--- src/rtl/cpu_defs.sv ---
// Shared encodings for the hardwired control unit: opcodes, ALU select codes,
// T-state enumeration and small decode helpers.
package cpu_defs;

  localparam int NUM_REGS = 16;

  localparam logic [4:0] OP_LD   = 5'b00000;
  localparam logic [4:0] OP_ST   = 5'b00010;
  localparam logic [4:0] OP_ADD  = 5'b00011;
  localparam logic [4:0] OP_SUB  = 5'b00100;
  localparam logic [4:0] OP_AND  = 5'b00101;
  localparam logic [4:0] OP_OR   = 5'b00110;
  localparam logic [4:0] OP_ADDI = 5'b01100;
  localparam logic [4:0] OP_MUL  = 5'b01111;
  localparam logic [4:0] OP_DIV  = 5'b10000;
  localparam logic [4:0] OP_MFHI = 5'b11000;
  localparam logic [4:0] OP_MFLO = 5'b11001;
  localparam logic [4:0] OP_NOP  = 5'b11010;
  localparam logic [4:0] OP_HALT = 5'b11011;

  localparam logic [3:0] ALU_ADD = 4'b0000;
  localparam logic [3:0] ALU_SUB = 4'b0001;
  localparam logic [3:0] ALU_AND = 4'b0010;
  localparam logic [3:0] ALU_OR  = 4'b0011;
  localparam logic [3:0] ALU_MUL = 4'b0100;
  localparam logic [3:0] ALU_DIV = 4'b0101;

  typedef enum logic [3:0] {
    S_RESET, S_T0, S_T1, S_T2, S_T3, S_T4, S_T5, S_T6, S_T7, S_HALT
  } state_t;

  function automatic logic op_defined(input logic [4:0] op);
    case (op)
      OP_LD, OP_ST, OP_ADD, OP_SUB, OP_AND, OP_OR, OP_ADDI, OP_MUL, OP_DIV,
      OP_MFHI, OP_MFLO, OP_NOP, OP_HALT: op_defined = 1'b1;
      default:                           op_defined = 1'b0;
    endcase
  endfunction

  // Address arithmetic (ld/st/addi) always uses ADD.
  function automatic logic [3:0] alu_code(input logic [4:0] op);
    case (op)
      OP_SUB:  alu_code = ALU_SUB;
      OP_AND:  alu_code = ALU_AND;
      OP_OR:   alu_code = ALU_OR;
      OP_MUL:  alu_code = ALU_MUL;
      OP_DIV:  alu_code = ALU_DIV;
      default: alu_code = ALU_ADD;
    endcase
  endfunction

endpackage

--- src/rtl/control_sequencer_select_encode.sv ---
// Register select/encode: picks Ra/Rb/Rc from the IR register fields and turns
// it into one-hot Rin/Rout enables. Purely combinational.
module select_encode
  import cpu_defs::*;
(
  input  logic [11:0]          regs,
  input  logic                 gra,
  input  logic                 grb,
  input  logic                 grc,
  input  logic                 rin,
  input  logic                 rout,
  output logic [NUM_REGS-1:0]  rin_vec,
  output logic [NUM_REGS-1:0]  rout_vec
);

  logic [3:0]          sel;
  logic                hit;
  logic [NUM_REGS-1:0] dec;

  // gra > grb > grc priority; the sequencer never raises more than one.
  assign sel = gra ? regs[11:8] : grb ? regs[7:4] : regs[3:0];
  assign hit = gra | grb | grc;

  for (genvar i = 0; i < NUM_REGS; i++) begin : g_dec
    assign dec[i] = hit && (sel == 4'(i));
  end

  assign rin_vec  = rin  ? dec : '0;
  assign rout_vec = rout ? dec : '0;

endmodule

--- src/rtl/control_sequencer.sv ---
// Hardwired control sequencer: walks fetch/execute T-states for the opcode in IR
// and drives every datapath strobe plus the memory read/write handshake.
module control_sequencer
  import cpu_defs::*;
#(
  parameter int unsigned MEM_WAIT_MAX = 0
) (
  input  logic        clock,
  input  logic        clear,
  input  logic [31:0] IR,
  input  logic        mem_done,
  input  logic        stop,
  output logic [15:0] Rin,
  output logic [15:0] Rout,
  output logic        PCin,
  output logic        PCout,
  output logic        IncPC,
  output logic        IRin,
  output logic        MARin,
  output logic        MDRin,
  output logic        MDRout,
  output logic        MDRread,
  output logic        Yin,
  output logic        Zin,
  output logic        Zhighout,
  output logic        Zlowout,
  output logic        HIin,
  output logic        HIout,
  output logic        LOin,
  output logic        LOout,
  output logic        Cout,
  output logic [3:0]  ALUselect,
  output logic        mem_read,
  output logic        mem_write,
  output logic        run,
  output logic        illegal
);

  state_t      state, next;
  state_t      fetch_next;
  logic [4:0]  op;
  logic        alu_rr, alu_imm, muldiv, mem_op;
  logic        waiting, wait_ovf, ovf_q;
  logic [31:0] wait_cnt;
  logic        gra, grb, grc, rin_en, rout_en;
  logic [14:0] unused_ir_bits;

  assign op             = IR[31:27];
  assign unused_ir_bits = IR[14:0];
  assign alu_rr         = (op == OP_ADD) || (op == OP_SUB) || (op == OP_AND) || (op == OP_OR);
  assign alu_imm        = (op == OP_ADDI);
  assign muldiv         = (op == OP_MUL) || (op == OP_DIV);
  assign mem_op         = (op == OP_LD) || (op == OP_ST);

  // Every return to fetch honours a pending halt request.
  assign fetch_next = stop ? S_HALT : S_T0;

  assign waiting  = (state == S_T1) || (state == S_T6 && op == OP_LD) ||
                    (state == S_T7 && op == OP_ST);
  assign wait_ovf = (MEM_WAIT_MAX != 0) && waiting && !mem_done &&
                    (wait_cnt == MEM_WAIT_MAX - 1);

  always_ff @(posedge clock) begin
    if (clear) begin
      state    <= S_RESET;
      wait_cnt <= '0;
      ovf_q    <= 1'b0;
    end else begin
      state    <= next;
      ovf_q    <= wait_ovf;
      wait_cnt <= (waiting && !mem_done && !wait_ovf) ? wait_cnt + 32'd1 : '0;
    end
  end

  always_comb begin
    next = state;
    case (state)
      S_RESET: next = fetch_next;
      S_T0:    next = S_T1;
      S_T1:    if (mem_done) next = S_T2; else if (wait_ovf) next = fetch_next;
      S_T2:    next = S_T3;
      S_T3: begin
        if (alu_rr || alu_imm || muldiv || mem_op) next = S_T4;
        else if (op == OP_HALT)                    next = S_HALT;
        else                                       next = fetch_next;
      end
      S_T4:    next = S_T5;
      S_T5:    next = (muldiv || mem_op) ? S_T6 : fetch_next;
      S_T6: begin
        if (op == OP_LD) begin
          if (mem_done) next = S_T7; else if (wait_ovf) next = fetch_next;
        end else if (op == OP_ST) next = S_T7;
        else                      next = fetch_next;
      end
      S_T7: begin
        if (op == OP_ST && !mem_done) begin
          if (wait_ovf) next = fetch_next;
        end else next = fetch_next;
      end
      S_HALT:  next = S_HALT;
      default: next = S_RESET;
    endcase
  end

  always_comb begin
    PCin = 1'b0; PCout = 1'b0; IncPC = 1'b0; IRin = 1'b0; MARin = 1'b0;
    MDRin = 1'b0; MDRout = 1'b0; MDRread = 1'b0; Yin = 1'b0; Zin = 1'b0;
    Zhighout = 1'b0; Zlowout = 1'b0; HIin = 1'b0; HIout = 1'b0; LOin = 1'b0;
    LOout = 1'b0; Cout = 1'b0; ALUselect = ALU_ADD; mem_read = 1'b0; mem_write = 1'b0;
    gra = 1'b0; grb = 1'b0; grc = 1'b0; rin_en = 1'b0; rout_en = 1'b0;
    case (state)
      S_T0: begin PCout = 1'b1; MARin = 1'b1; IncPC = 1'b1; end
      S_T1: begin mem_read = 1'b1; MDRread = 1'b1; MDRin = 1'b1; end
      S_T2: begin MDRout = 1'b1; IRin = 1'b1; end
      S_T3: begin
        if (alu_rr || alu_imm) begin grb = 1'b1; rout_en = 1'b1; Yin = 1'b1; end
        else if (muldiv)       begin gra = 1'b1; rout_en = 1'b1; Yin = 1'b1; end
        else if (mem_op) begin
          // Rb = 0 selects a zero base: Y loads from an undriven bus.
          grb = 1'b1; rout_en = (IR[22:19] != 4'd0); Yin = 1'b1;
        end
        else if (op == OP_MFHI) begin HIout = 1'b1; gra = 1'b1; rin_en = 1'b1; end
        else if (op == OP_MFLO) begin LOout = 1'b1; gra = 1'b1; rin_en = 1'b1; end
      end
      S_T4: begin
        if (alu_rr)      begin grc = 1'b1; rout_en = 1'b1; Zin = 1'b1; ALUselect = alu_code(op); end
        else if (muldiv) begin grb = 1'b1; rout_en = 1'b1; Zin = 1'b1; ALUselect = alu_code(op); end
        else if (alu_imm || mem_op) begin Cout = 1'b1; Zin = 1'b1; ALUselect = ALU_ADD; end
      end
      S_T5: begin
        Zlowout = alu_rr || alu_imm || muldiv || mem_op;
        if (alu_rr || alu_imm) begin gra = 1'b1; rin_en = 1'b1; end
        LOin  = muldiv;
        MARin = mem_op;
      end
      S_T6: begin
        if (muldiv) begin Zhighout = 1'b1; HIin = 1'b1; end
        else if (op == OP_LD) begin mem_read = 1'b1; MDRread = 1'b1; MDRin = 1'b1; end
        else if (op == OP_ST) begin gra = 1'b1; rout_en = 1'b1; MDRin = 1'b1; end
      end
      S_T7: begin
        if (op == OP_LD)      begin MDRout = 1'b1; gra = 1'b1; rin_en = 1'b1; end
        else if (op == OP_ST) mem_write = 1'b1;
      end
      default: ;
    endcase
  end

  assign run     = (state != S_RESET) && (state != S_HALT);
  assign illegal = ((state == S_T3) && !op_defined(op)) || ovf_q;

  select_encode u_sel (
    .regs     (IR[26:15]),
    .gra      (gra),
    .grb      (grb),
    .grc      (grc),
    .rin      (rin_en),
    .rout     (rout_en),
    .rin_vec  (Rin),
    .rout_vec (Rout)
  );

endmodule

--- config.mk ---
export PLATFORM = sky130hd
export DESIGN_NAME = control_sequencer
export DESIGN_NICKNAME = d
export VERILOG_FILES = /design/src/rtl/cpu_defs.sv /design/src/rtl/control_sequencer_select_encode.sv /design/src/rtl/control_sequencer.sv
export SDC_FILE = /design/constraint.sdc
export NUM_CORES = 1
export LEC_CHECK = 0
export CORE_ASPECT_RATIO = 1.75
export CORE_UTILIZATION = 32
export DETAILED_ROUTE_END_ITERATION = 8
export PLACE_DENSITY = 0.69
export SKIP_CTS_REPAIR_TIMING = 1
export SLEW_MARGIN = 20
export SYNTH_ARGS = -nofsm -noshare
export SYNTH_HDL_FRONTEND = slang
export SYNTH_HIERARCHICAL = 1
export SYNTH_SLANG_ARGS = --single-unit
--- constraint.sdc ---
create_clock -name clock -period 3.1 [get_ports clock]
set_clock_uncertainty 0.05 [all_clocks]
set_input_delay 0.31 -clock clock [delete_from_list [all_inputs] [get_ports clock]]
set_output_delay 0.31 -clock clock [all_outputs]
set_load 0.02 [all_outputs]
Yosys cells after proc, flatten, opt, wreduce, memory -nomap -nowiden
Memories as Yosys holds them, arrays and structs flattened.
Cells that the tools add are included.
- memories: 1
- word-level logic and storage cells: 158
- flip-flop bits (word level): 4
- output and inout port bits: 57
- input bits: 36
- ROM bits: 32
- bitwise logic cells: 2
- equality and inequality tests: 39
- reduce and logical (&&, ||, !) cells: 37
- mux-type cells: 78
- memory list (memory ; words ; width ; rd ports ; clocked after memory_dff ; write ports ; RTL line ; source):
    (no name shown) ; 32 ; 1 ; 1 ; 0 ; 0 ; cpu_defs.sv:33 ; case (op)
- operators with widths (kind ; number):
    $mux W4 ; 14
    $mux W1 ; 52
    $eq A4 B4 Y1 const B ; 10
    $pmux W4 S10 ; 1
    $eq A4 B3 Y1 const B ; 8
    $mux W16 ; 2
    $eq A5 B5 Y1 const B ; 4
    $logic_and A1 B1 Y1 ; 19
    $eq A4 B2 Y1 const B ; 4
    $eq A5 B3 Y1 const B ; 3
    $pmux W3 S5 ; 1
    $eq A5 B2 Y1 const B ; 2
    $eq A5 B4 Y1 const B ; 2
    $logic_or A1 B1 Y1 ; 10
    $pmux W1 S2 ; 5
    $eq A4 B1 Y1 const B ; 2
    $logic_not A4 Y1 ; 2
    $reduce_bool A4 Y1 ; 2
    $pmux W1 S3 ; 2
    $logic_not A5 Y1 ; 1
    $ne A2 B2 Y1 const B ; 2
    $ne A4 B4 Y1 const B ; 1
    $pmux W1 S4 ; 1
    $ne A3 B3 Y1 const B ; 1
    other kinds (3) ; 5

Depth between registers and ports, before layout
- depth in word-level cells: 12
- gate-level depth with buffers: 12
- depth with buffers taken out: 10

Cells and area by module
Netlist, hierarchy kept.
- modules (own cells, without submodules) (module ; sequential area each (µm²) ; area an instance (µm²) ; cells each ; instances):
    control_sequencer ; 80.1 ; 991.0 ; 148 ; 1
    select_encode ; 0.0 ; 478.0 ; 65 ; 1

Least setup slack after synthesis
Ideal clock, no wire load.
- path kind: input to output
- start point: input port IR[27]
- end point: output port Rin[0]
- buffers on the path: 3
- data required time: 2740 ps
- data arrival time: 2810 ps
- stages on the path: 12
- path slack: -70 ps
- cell sequence: inv_1 -> ha_1 -> buf_2 -> nor2_1 -> nor4_2 -> o21ai_0 -> o21ai_0 -> buf_6 -> mux2i_1 -> o21ai_1 -> buf_6 -> nor4_1
- word-level cells in the longest chain between the ends: 12
- elaborated cells between the ends (all ways): 46
- classes of those cells: eq/ne (10); mux (25); bitwise (2); reduce/logical (9)
- ends and longest elaborated chain (element ; RTL line ; source):
    from (decl) ; control_sequencer.sv:10 ; input logic [31:0] IR,
    $eq A5 B2 Y1 / $eq A5 B3 Y1 (equally long branches) ; control_sequencer.sv:50 ; assign alu_rr = (op == OP_ADD) || (op == OP_SUB) || (op == OP_AND) || (op == OP_OR);
    $logic_or A1 B1 Y1 (3 in series) ; control_sequencer.sv:50 ;
    $logic_or A1 B1 Y1 ; control_sequencer.sv:116 ; if (alu_rr || alu_imm) begin grb = 1'b1; rout_en = 1'b1; Yin = 1'b1; end
    $mux W1 ; control_sequencer.sv:116 ;
    $pmux W1 S2 (*) ; control_sequencer.sv:111 ; case (state)
    via grb ; control_sequencer.sv:45 ; logic gra, grb, grc, rin_en, rout_en;
    $mux W4 (2 in series) ; control_sequencer_select_encode.sv:21 ; assign sel = gra ? regs[11:8] : grb ? regs[7:4] : regs[3:0];
    $logic_not A4 Y1 ; control_sequencer_select_encode.sv:25 ; assign dec[i] = hit && (sel == 4'(i));
    $logic_and A1 B1 Y1 (*) ; control_sequencer_select_encode.sv:25 ;
    $mux W16 (*) ; control_sequencer_select_encode.sv:28 ; assign rin_vec = rin ? dec : '0;
    to (decl) ; control_sequencer.sv:13 ; output logic [15:0] Rin,
Mark *: on every way through the listed nets, which the timed path passes. The rest lies on a longest branch.

Final worst setup path
- start point: input port IR[28]
- end point: output port Rout[7]
- elaborated cells between the ends (all ways): 48
- classes of those cells: eq/ne (11); mux (27); bitwise (2); reduce/logical (8)
- RTL lines (element ; RTL line ; source):
    $eq A5 B2 Y1 / $eq A5 B3 Y1 (equally long branches) ; control_sequencer.sv:50 ;
    $logic_or A1 B1 Y1 (3 in series) ; control_sequencer.sv:50 ;
    $logic_or A1 B1 Y1 ; control_sequencer.sv:116 ;
    $mux W1 ; control_sequencer.sv:116 ;
    $pmux W1 S3 (*) ; control_sequencer.sv:111 ;
    via rout_en ; control_sequencer.sv:45 ;
    $mux W16 (*) ; control_sequencer_select_encode.sv:29 ; assign rout_vec = rout ? dec : '0;
    to (decl) ; control_sequencer.sv:14 ; output logic [15:0] Rout,
Marked as above.

==> results by group <==
Synth
  – Cell area after synthesis: 1470 µm²
  – EDFF count, synth: 0
  – Distinct cells, synth: 59
  – Ys flop type: dfxtp_1
  – Mean Syn Cell Area: 6.90 µm²
  – Gate Count Post-Synth: 213
  – Synthesis Warnings: 6
  – Seq/Total Area, Yosys: 0.0545
  – Post-synth ARST share: 0
  – Synthesized flop and latch total: 4

CTS
  – Number of buffers created by CTS: 3
  – Clock H-tree levels: 1
  – Sink Count: 4
  – Worst-path clk slew: 0.03 ns
  – CTS tree: yes
  – CTS max path bufs: 2
  – Root Driver: clkbuf_8
  – Clock latency on the worst-skew pair: 0.22 ns

Setup path
  – Worst Path Required: between 2 and 3 ns
  – CP Capture Type: output pin
  – Max FO, Critical Path: 13
  – Critical path's top delay family: buffers and inverters
  – Crit. path cell count: 15
  – Worst R2R Path Depth: 7
  – FF-to-FF setup slack: 1.34 ns
  – CP arrival: 2.72 ns
  – Critical-path cell list: buf_12 > inv_8 > ha_4 > buf_8 > nor2_1 > nor4_2 > buf_4 > a21bo_2 > a21oi_1 > o21ai_2 > buf_4 > o211ai_1 > buf_6 > nor4_1 > buf_2
  – Slowest cell on crit path: nor4_2
  – CP Buf/Inv Count: 7
  – Slowest stage delay, CP: 0.37 ns
  – Startpoint Class: input pin
  – WS Path Type: input pin to output pin
  – CP dominant cell by count: buf_4

Global route
  – Largest net degree at the start of global routing: 17
  – M3 GR Usage: 0.00995
  – Number of global-route vias before repair: ~1900
  – Total gr overflow: 0
  – M1 GR Usage: 0.269
  – Overall routing resource usage: 0.223
  – First-pass GRT wire length: 8.58 mm
  – Met2 GRT Util: 0.408
  – Initial antenna violation count: 0
  – Global routing's busiest layer: met2

Drt
  – Vias: around 2300
  – Avg WL per Cell: 16.7 µm
  – Via-per-instance ratio: 5.89
  – Total Wirelength: 6.38 mm
  – Antenna Nets Post-Route: 0
  – Drt drc: 0
  – Drt initial violations: 70
  – Initial DRT Pass Iterations: 4

Cells and area
  – Layout fillers: 327
  – Biggest register: state
  – Layout area overhead: 109%
  – Most frequent cells in the layout: buf_4 (76), clkdlybuf4s50_1 (38), nor2_1 (22)
  – Post-route cell area: 3070 µm²
  – # diodes: 0
  – Commonest non-fill, non-tap cell in the layout: buf_4
  – Fin util: 0.696
  – Final Non-Filler Cells: ~380
  – Largest register FFs: 4
  – Layout cells sized above 1: 0.491
  – Post-layout nets: 374
  – Biggest regs: state x4

Floorplan
  – Die Wd: 53.2 µm
  – Die H: 91.6 µm
  – Starting Density: 0.334
  – # rows: 32
  – Die area: 4880 µm²
  – I/O pin total: 93
  – Core Area: 4400 µm²

Timing
  – Crit path time final: 3.08 ns
  – Setup Viol. Count Final: 0
  – Final hold violation count: 0
  – F_max: between 300 and 400 MHz
  – TNS Setup: 0 ns
  – Pins Over Slew Limit: 0
  – Tcrit/Tclk final: 0.993

Place
  – Hpwl dp: 4.34 mm
  – Global placer's final weighted congestion: 0.973
  – IO Port Bufs: 75
  – # placed instances: 371
  – Placed cell areas: 2550 µm²

Worst hold path
  – Hold Path Depth: 4
  – Hold Crit Class: register to register

Flow run
  – Max_cap viols: 0

Status
  – Status: completed

Power
  – VDD IR max: 0.000247 V
  – PwrDens: 195 nW/µm²
  – Lkg Pwr: 1.19 nW
## stage by stage
step | total power, mW | setup slack (ns) | hold slack [ns]
floorplan | 0.279 | -0.0697 | 0.329
global placement | 0.424 | -1.00 | 0.695
detailed placement | 0.428 | -1.13 | 0.672
CTS | 0.541 | -1.11 | 0.676
global route | 0.631 | -0.112 | 0.702
finish | 0.599 | 0.0229 | 0.678
## path summary, 6_finish.rpt
check                                           start                     to
worst max-delay path                           IR[28]                Rout[7]
worst min-delay path            state[0]$_SDFFE_PP0P_  state[1]$_SDFFE_PP0P_
worst max register to register  state[1]$_SDFFE_PP0P_  state[1]$_SDFFE_PP0P_
worst min register to register  state[0]$_SDFFE_PP0P_  state[1]$_SDFFE_PP0P_
## synthesized netlist by cell type, types with 4 or more instances
cell type | number | share of area
o21ai_0 | 11 | 0.037
ha_1 | 4 | 0.034
dfxtp_1 | 4 | 0.055
nor2_1 | 22 | 0.056
nor3_1 | 6 | 0.020
nor4_1 | 36 | 0.15
nor2b_1 | 6 | 0.026
a31oi_1 | 5 | 0.021
clkbuf_1 | 6 | 0.015
nand2_1 | 10 | 0.026
buf_6 | 9 | 0.069
a21oi_1 | 10 | 0.034
buf_4 | 6 | 0.031
or3_1 | 5 | 0.021
inv_1 | 8 | 0.020
nand3_1 | 4 | 0.014
nand2b_1 | 5 | 0.021
## where the power goes
part / leakage [nW] / internal (mW) / switching, mW
Combinational: 1.14 / 0.191 / 0.228
Clock: 0.0216 / 0.0829 / 0.0283
Sequential: 0.0329 / 0.0604 / 0.00759
Total: 1.19 / 0.335 / 0.264
## cells by family after synthesis
kind of cell               synth area share
buffers and inverters                 0.146
muxes                                0.0375
other                               0.00255
adders and majority gates            0.0341
and+or+nand+nor                       0.483
AOI/OAI and AO/OA                     0.231
xor gates and xnor gates             0.0119
DFF                                  0.0545
## area by class of cell
| class | instances | area, µm² | area share |
|---|---|---|---|
| multi-input combinational | 180 | 1650 | 0.537 |
| timing repair buffer | 137 | 1190 | 0.389 |
| sequential | 4 | 80.1 | 0.0261 |
| tap | 51 | 63.8 | 0.0208 |
| inverter | 8 | 42.5 | 0.0139 |
| clock buffer | 3 | 41.3 | 0.0135 |
## tightest hold or removal path, delay by kind of cell (launching register included)
| kind | cells | cell delay (ns) |
|---|---|---|
| DFF | 1 | 0.30 |
| and+or+nand+nor | 2 | 0.18 |
| buffers and inverters | 1 | 0.13 |
| AOI/OAI and AO/OA | 1 | 0.06 |
## layer usage
layer	share of wire	routed length, µm
met1	0.39	2500
met2	0.54	3460
met3	0.044	278
met4	0.022	142
met5	0	0
Power figures use the tool's default switching activity.
